<file path="src/rtl/pipeline_hazard_unit.sv">
// pipeline_hazard_unit
//   Hazard controller for a short in-order pipeline. Detects load-use
//   hazards between the decode-stage load and the fetch-stage sources.
//   Stalls for multi-cycle execute ops. Converts taken branches into
//   fetch/decode flushes.
//
//   Parameters
//     REG_AW      register-address width
//     NSRC        source operands compared per fetched instruction
//     LU_BUBBLES  bubbles per load-use hazard (1..7)
//     MC_LAT      execute latency of a multi-cycle op (2..15)
//
//   Ports
//     clk, rst_n        clock, async active-low reset
//     branch_taken      branch resolved taken in execute
//     mem_read_dec      decode instruction is a load
//     mc_op_dec         decode instruction is multi-cycle
//     rdst_dec          decode destination register
//     rsrc_fetch        fetch sources, source i at [i*REG_AW +: REG_AW]
//     rsrc_vld_fetch    per-source valid
//     flush_fetch/flush_decode  squash fetch/decode, clear decode/execute
//     stall_fetch/stall_decode  hold fetch/decode, decode/execute regs
//     pc_write          PC update enable
//     busy              a stall sequence is in progress
//     stall_cnt/flush_cnt  saturating perf counters (HAZARD_PERF_CNT_EN only)
//
//   Optional feature macro: HAZARD_PERF_CNT_EN
module pipeline_hazard_unit #(
    parameter int REG_AW     = 3,
    parameter int NSRC       = 2,
    parameter int LU_BUBBLES = 1,
    parameter int MC_LAT     = 3
) (
    input  logic                   clk,
    input  logic                   rst_n,
    input  logic                   branch_taken,
    input  logic                   mem_read_dec,
    input  logic                   mc_op_dec,
    input  logic [REG_AW-1:0]      rdst_dec,
    input  logic [NSRC*REG_AW-1:0] rsrc_fetch,
    input  logic [NSRC-1:0]        rsrc_vld_fetch,
    output logic                   flush_fetch,
    output logic                   flush_decode,
    output logic                   stall_fetch,
    output logic                   stall_decode,
    output logic                   pc_write,
`ifdef HAZARD_PERF_CNT_EN
    output logic [15:0]            stall_cnt,
    output logic [15:0]            flush_cnt,
`endif
    output logic                   busy
);

    typedef enum logic [1:0] {IDLE, LU_STALL, MC_STALL} state_e;

    // The first stall cycle is spent in IDLE, and the exit cycle sees cnt==0.
    // For that reason each counter starts at its total length minus 2.
    localparam logic [3:0] LU_INIT = 4'(LU_BUBBLES - 2);
    localparam logic [3:0] MC_INIT = 4'(MC_LAT - 2);

    state_e     state_q, state_d;
    logic [3:0] cnt_q, cnt_d;
    logic       pend_flush_q, pend_flush_d;

    // Only a clean 1 counts as asserted. X or Z falls through as deasserted.
    logic br_a, mr_a, mc_a;
    assign br_a = (branch_taken === 1'b1);
    assign mr_a = (mem_read_dec === 1'b1);
    assign mc_a = (mc_op_dec === 1'b1);

    logic src_match, hit;
    always_comb begin
        src_match = 1'b0;
        for (int i = 0; i < NSRC; i++) begin
            if ((rsrc_vld_fetch[i] === 1'b1) &&
                (rsrc_fetch[i*REG_AW +: REG_AW] == rdst_dec))
                src_match = 1'b1;
        end
        hit = mr_a && src_match;
    end

    always_comb begin
        state_d      = state_q;
        cnt_d        = cnt_q;
        pend_flush_d = pend_flush_q;
        flush_fetch  = 1'b0;
        flush_decode = 1'b0;
        stall_fetch  = 1'b0;
        stall_decode = 1'b0;
        pc_write     = 1'b1;
        case (state_q)
            IDLE: begin
                if (pend_flush_q) begin
                    // A branch resolved during an MC stall is applied here.
                    // Any new hazard seen in this cycle is squashed with it.
                    flush_fetch  = 1'b1;
                    flush_decode = 1'b1;
                    pend_flush_d = 1'b0;
                end else if (br_a) begin
                    flush_fetch  = 1'b1;
                    flush_decode = 1'b1;
                end else if (hit) begin
                    flush_decode = 1'b1;
                    stall_fetch  = 1'b1;
                    pc_write     = 1'b0;
                    if (LU_BUBBLES > 1) begin
                        state_d = LU_STALL;
                        cnt_d   = LU_INIT;
                    end
                end else if (mc_a) begin
                    state_d = MC_STALL;
                    cnt_d   = MC_INIT;
                end
            end
            LU_STALL: begin
                if (br_a) begin
                    flush_fetch  = 1'b1;
                    flush_decode = 1'b1;
                    state_d      = IDLE;
                    cnt_d        = 4'd0;
                end else begin
                    flush_decode = 1'b1;
                    stall_fetch  = 1'b1;
                    pc_write     = 1'b0;
                    if (cnt_q == 4'd0) state_d = IDLE;
                    else               cnt_d   = cnt_q - 4'd1;
                end
            end
            MC_STALL: begin
                // The op in execute must complete. A branch is only remembered here.
                stall_fetch  = 1'b1;
                stall_decode = 1'b1;
                pc_write     = 1'b0;
                if (br_a) pend_flush_d = 1'b1;
                if (cnt_q == 4'd0) state_d = IDLE;
                else               cnt_d   = cnt_q - 4'd1;
            end
            default: state_d = IDLE;
        endcase
    end

    assign busy = (state_q != IDLE);

    always_ff @(posedge clk or negedge rst_n) begin
        if (!rst_n) begin
            state_q      <= IDLE;
            cnt_q        <= 4'd0;
            pend_flush_q <= 1'b0;
        end else begin
            state_q      <= state_d;
            cnt_q        <= cnt_d;
            pend_flush_q <= pend_flush_d;
        end
    end

`ifdef HAZARD_PERF_CNT_EN
    logic [15:0] stall_cnt_q, flush_cnt_q;

    always_ff @(posedge clk or negedge rst_n) begin
        if (!rst_n) begin
            stall_cnt_q <= 16'd0;
            flush_cnt_q <= 16'd0;
        end else begin
            if (stall_fetch && stall_cnt_q != 16'hFFFF) stall_cnt_q <= stall_cnt_q + 16'd1;
            if (flush_fetch && flush_cnt_q != 16'hFFFF) flush_cnt_q <= flush_cnt_q + 16'd1;
        end
    end

    assign stall_cnt = stall_cnt_q;
    assign flush_cnt = flush_cnt_q;
`endif

endmodule

</file>
<file path="config.mk">
export PLATFORM = sky130hd
export DESIGN_NAME = pipeline_hazard_unit
export DESIGN_NICKNAME = d
export VERILOG_FILES = /design/src/rtl/pipeline_hazard_unit.sv
export SDC_FILE = /design/constraint.sdc
export NUM_CORES = 1
export LEC_CHECK = 0
export CORE_MARGIN = 2
export CORE_UTILIZATION = 43
export CTS_BUF_LIST = sky130_fd_sc_hd__clkbuf_16
export CTS_CLUSTER_SIZE = 14
export DETAILED_ROUTE_END_ITERATION = 10
export PLACE_DENSITY = 0.8
export SLEW_MARGIN = 20
export SYNTH_ARGS = -nofsm -noshare
export SYNTH_HDL_FRONTEND = slang
export SYNTH_SLANG_ARGS = --single-unit
</file>
<file path="constraint.sdc">
create_clock -name clk -period 2.2 [get_ports clk]
set_input_delay 0.44 -clock clk [delete_from_list [all_inputs] [get_ports clk]]
set_output_delay 0.44 -clock clk [all_outputs]
set_load 0.05 [all_outputs]
</file>
==> metrics.md, run 1 <==
| Metric | Value |
|---|---|
| Outcome | completed |
| CP startpoint | branch_taken |
| Residual DRC | 0 |
| Critical Path RT | 1.76 ns |
| Setup CP Type | input port to output port |
| Die Y | 41.8 um |
| Yosys warning total | 0 |
| Fin. max-slew vios | 0 |
| Least-Margin Pin Slew | 0.366 ns |
| Pwr Total | approximately 1400 uW |
| CTS H-tree lvls | 1 |
| FMAX | between 400 and 500 MHz |
| CTS tree | done |
| Initial core utilization | 0.465 |
| Cell Pwr Density | 1340 nW/um^2 |
| Post-Synthesis Cells | 68 |
| Share of cells above drive strength 1 | 0.283 |
| Reg2reg start | state_q[0] |
| Mapped Nets | 89 |
| Dpl ws | -0.226 ns |
| Top Usage Layer GRT | met2 |
| Port Buffer Count | 21 |
| Largest net degree at the start of global routing | 9 |
| Worst slew margin | 0.755 |
| Vias per inst | 5.32 |
| Clock Sinks | 7 |
| Util after Layout | 0.766 |
| WL per Instance | 13.4 um |
| Post-cts hold buffer count | 0 |
| Met3 Use GR | 0.0565 |
| Nets | 121 |
| Die span in x | 41.8 um |
| Crit end category | output port |
| Grt ovf | 0 |
| Setup violations, final | 0 |
| # fillers | 102 |
| Number of global-route vias before repair | between 600 and 700 |
| Routed Antenna Nets | 0 |
| Post-DP HPWL | approximately 1200 um |
| Clock Root Buffer | clkbuf_16 |
| Setup WS post-layout | roughly 0.10 ns |
| Synth unique cells | 27 |
| M1 GR Usage | 0.212 |
| Fin crit share | 0.953 |
| Met2 GRT Util | 0.328 |
| Initial DRC Count | 5 |
| Hold Crit Class | input port to asynchronous set/reset pin |
| Initial antenna violation count | 0 |
| Core footprint | 1320 sq um |
| Footprint of the multi-input gates | 438 sq um |
| Peak VDD IR | about 0.00080 V |
| Max Cap Viol | 0 |
| Netlist Area Pre-Place | between 600 and 700 sq um |
| Syn_area_per_cell | approximately 9.0 sq um |
| Ant diodes | 0 |
| Final worst path period need | 2.10 ns |
| Inserted Clock Buffers | 3 |
| Critical Path Source Type | input port |
| FF+latch area | 175 sq um |
| First-pass GRT wire length | 2530 um |
| Final hold vios | 0 |
| Worst hold slack | ~0.46 ns |
| Die area | 1740 sq um |
| Overall routing resource usage | 0.189 |
| Cell row count | 13 |
| Worst skew pair latency | about 0.23 ns |
| Post-synthesis sequential area ratio | 0.286 |
| Io pins | 22 |
| #FFs+latches synth | 7 |
| RSZ-0062 raised after global routing | false |
| Vias | 606 |
| Clock Path Buffers | 2 |
| Worst-path fanout max | 5 |
| Clk slew on worst S/H paths | 0.04 ns |
| Routability cong. | around 0.77 |
| LEAKAGE | roughly 0.00048 uW |
| Post-Route WL | 1530 um |
| Worst Path Arrival | 1.66 ns |
| Detailed Routing Iterations Pass 1 | 4 |
| Clock Skews | 0.00476 ns |
| Synth-to-Final Area Change | 64.7% |
| Post-route setup TNS | 0 ns |
path summary, 6_finish.rpt:
kind,endpoint,slack [ns],cells after the start
min reg2reg,state_q[0],0.57,1
min,state_q[1],0.46,1
max in group asynchronous,state_q[0],1.51,1
max,flush_decode,0.10,5
max reg2reg,cnt_q[3],0.43,8
min in group clk,state_q[0],0.57,1
sequential cells by signal, indices dropped and copies added, names as in the netlist:
name	flops
cnt_q	4
pend_flush_q	1
state_q	2
critical path, cell delays in order:
cell             delay [ns]
clkdlybuf4s50_1        0.49
nor2_1                 0.26
nand2_1                0.11
a21o_1                 0.18
buf_4                  0.18
cells in the final DEF (no fill, tap or decap), types with 2 or more instances in the layout:
| cell type | instances |
|---|---|
| a22o_1 | 2 |
| clkdlybuf4s50_1 | 4 |
| ha_1 | 4 |
| buf_4 | 8 |
| clkdlybuf4s15_1 | 3 |
| inv_1 | 7 |
| xnor2_1 | 5 |
| nand2_1 | 3 |
| a21o_1 | 2 |
| a21oi_1 | 4 |
| dlygate4sd2_1 | 7 |
| and4_4 | 2 |
| clkbuf_16 | 3 |
| buf_12 | 4 |
| nor2_1 | 8 |
| dfrtp_1 | 7 |
| nor3_1 | 2 |
| nor2b_1 | 2 |
| o21bai_1 | 2 |
report_power, final:
| part | leakage (uW) | switching [uW] | internal (uW) |
|---|---|---|---|
| clock | 0.0000423 | 65.3 | 236 |
| combinational | 0.000341 | 462 | 382 |
| sequential | 0.0000930 | 43.8 | 168 |
| total | 0.000476 | 571 | 786 |
synth_stat cells, drive strengths merged:
master / number / area, sq um
o31ai: 1 / 12.5
xnor2: 6 / 52.6
a21oi: 5 / 25.0
a32o: 1 / 11.3
a22o: 2 / 17.5
o22ai: 1 / 6.26
inv: 6 / 22.5
dfrtp: 7 / 175
and4: 2 / 22.5
a22oi: 1 / 21.3
a21o: 2 / 15.0
o32ai: 1 / 8.76
a21boi: 1 / 7.51
o21bai: 2 / 15.0
and2: 1 / 6.26
nor3: 2 / 10.0
nor4: 2 / 12.5
and3: 2 / 13.8
nor2b: 2 / 12.5
nor2: 9 / 33.8
nand2: 3 / 11.3
nand3b: 1 / 7.51
o2bb2ai: 1 / 8.76
o21ai: 2 / 21.3
ha: 5 / 62.6
kinds of logic (layout without fill, tap and decap cells):
family | count (synthesis) | after routing | synth area share
buffers and inverters | 6 | 37 | 0.0367
flip-flops | 7 | 7 | 0.286
XOR/XNOR | 6 | 6 | 0.0857
AO/OA/AOI/OAI | 20 | 20 | 0.278
AND/OR/NAND/NOR | 24 | 24 | 0.212
adder cells (fa/ha/maj) | 5 | 5 | 0.102
per-stage QoR:
step,cell area (sq um),instances
after CTS,1010,114
after global routing,1010,114
after floorplan,619,68
after global placement,928,110
after detailed placement,928,110
final,1010,114
per-layer routing:
| layer | up-vias | share of wire |
|---|---|---|
| li1 | 308 | - |
| met1 | 279 | 0.42 |
| met2 | 17 | 0.53 |
| met3 | 2 | 0.047 |
| met4 | 0 | 0.0072 |
| met5 | - | 0 |
timing repair:
action / CTS / global route
pin swaps: 12 / 5
hold endpoints to repair: 0 / 0
setup endpoints to repair: 3 / 1
gates resized for setup: 19 / 1
buffers inserted: 0 / 0
layout make-up:
class	count	area share
repair buffers	27	0.274
inverters	6	0.0223
flip-flops and latches	7	0.173
multi-input cells	55	0.434
well taps	15	0.0186
clock buffers	3	0.0743
clock inverters	1	0.00372
(Power assumes the default switching activity.)
==> run 2: changes to the inputs <==
Settings changed: TNS_END_PERCENT from default to 20.
==> results of run 2 <==
The final DEF is identical to that of run 1; final timing and power are the same.
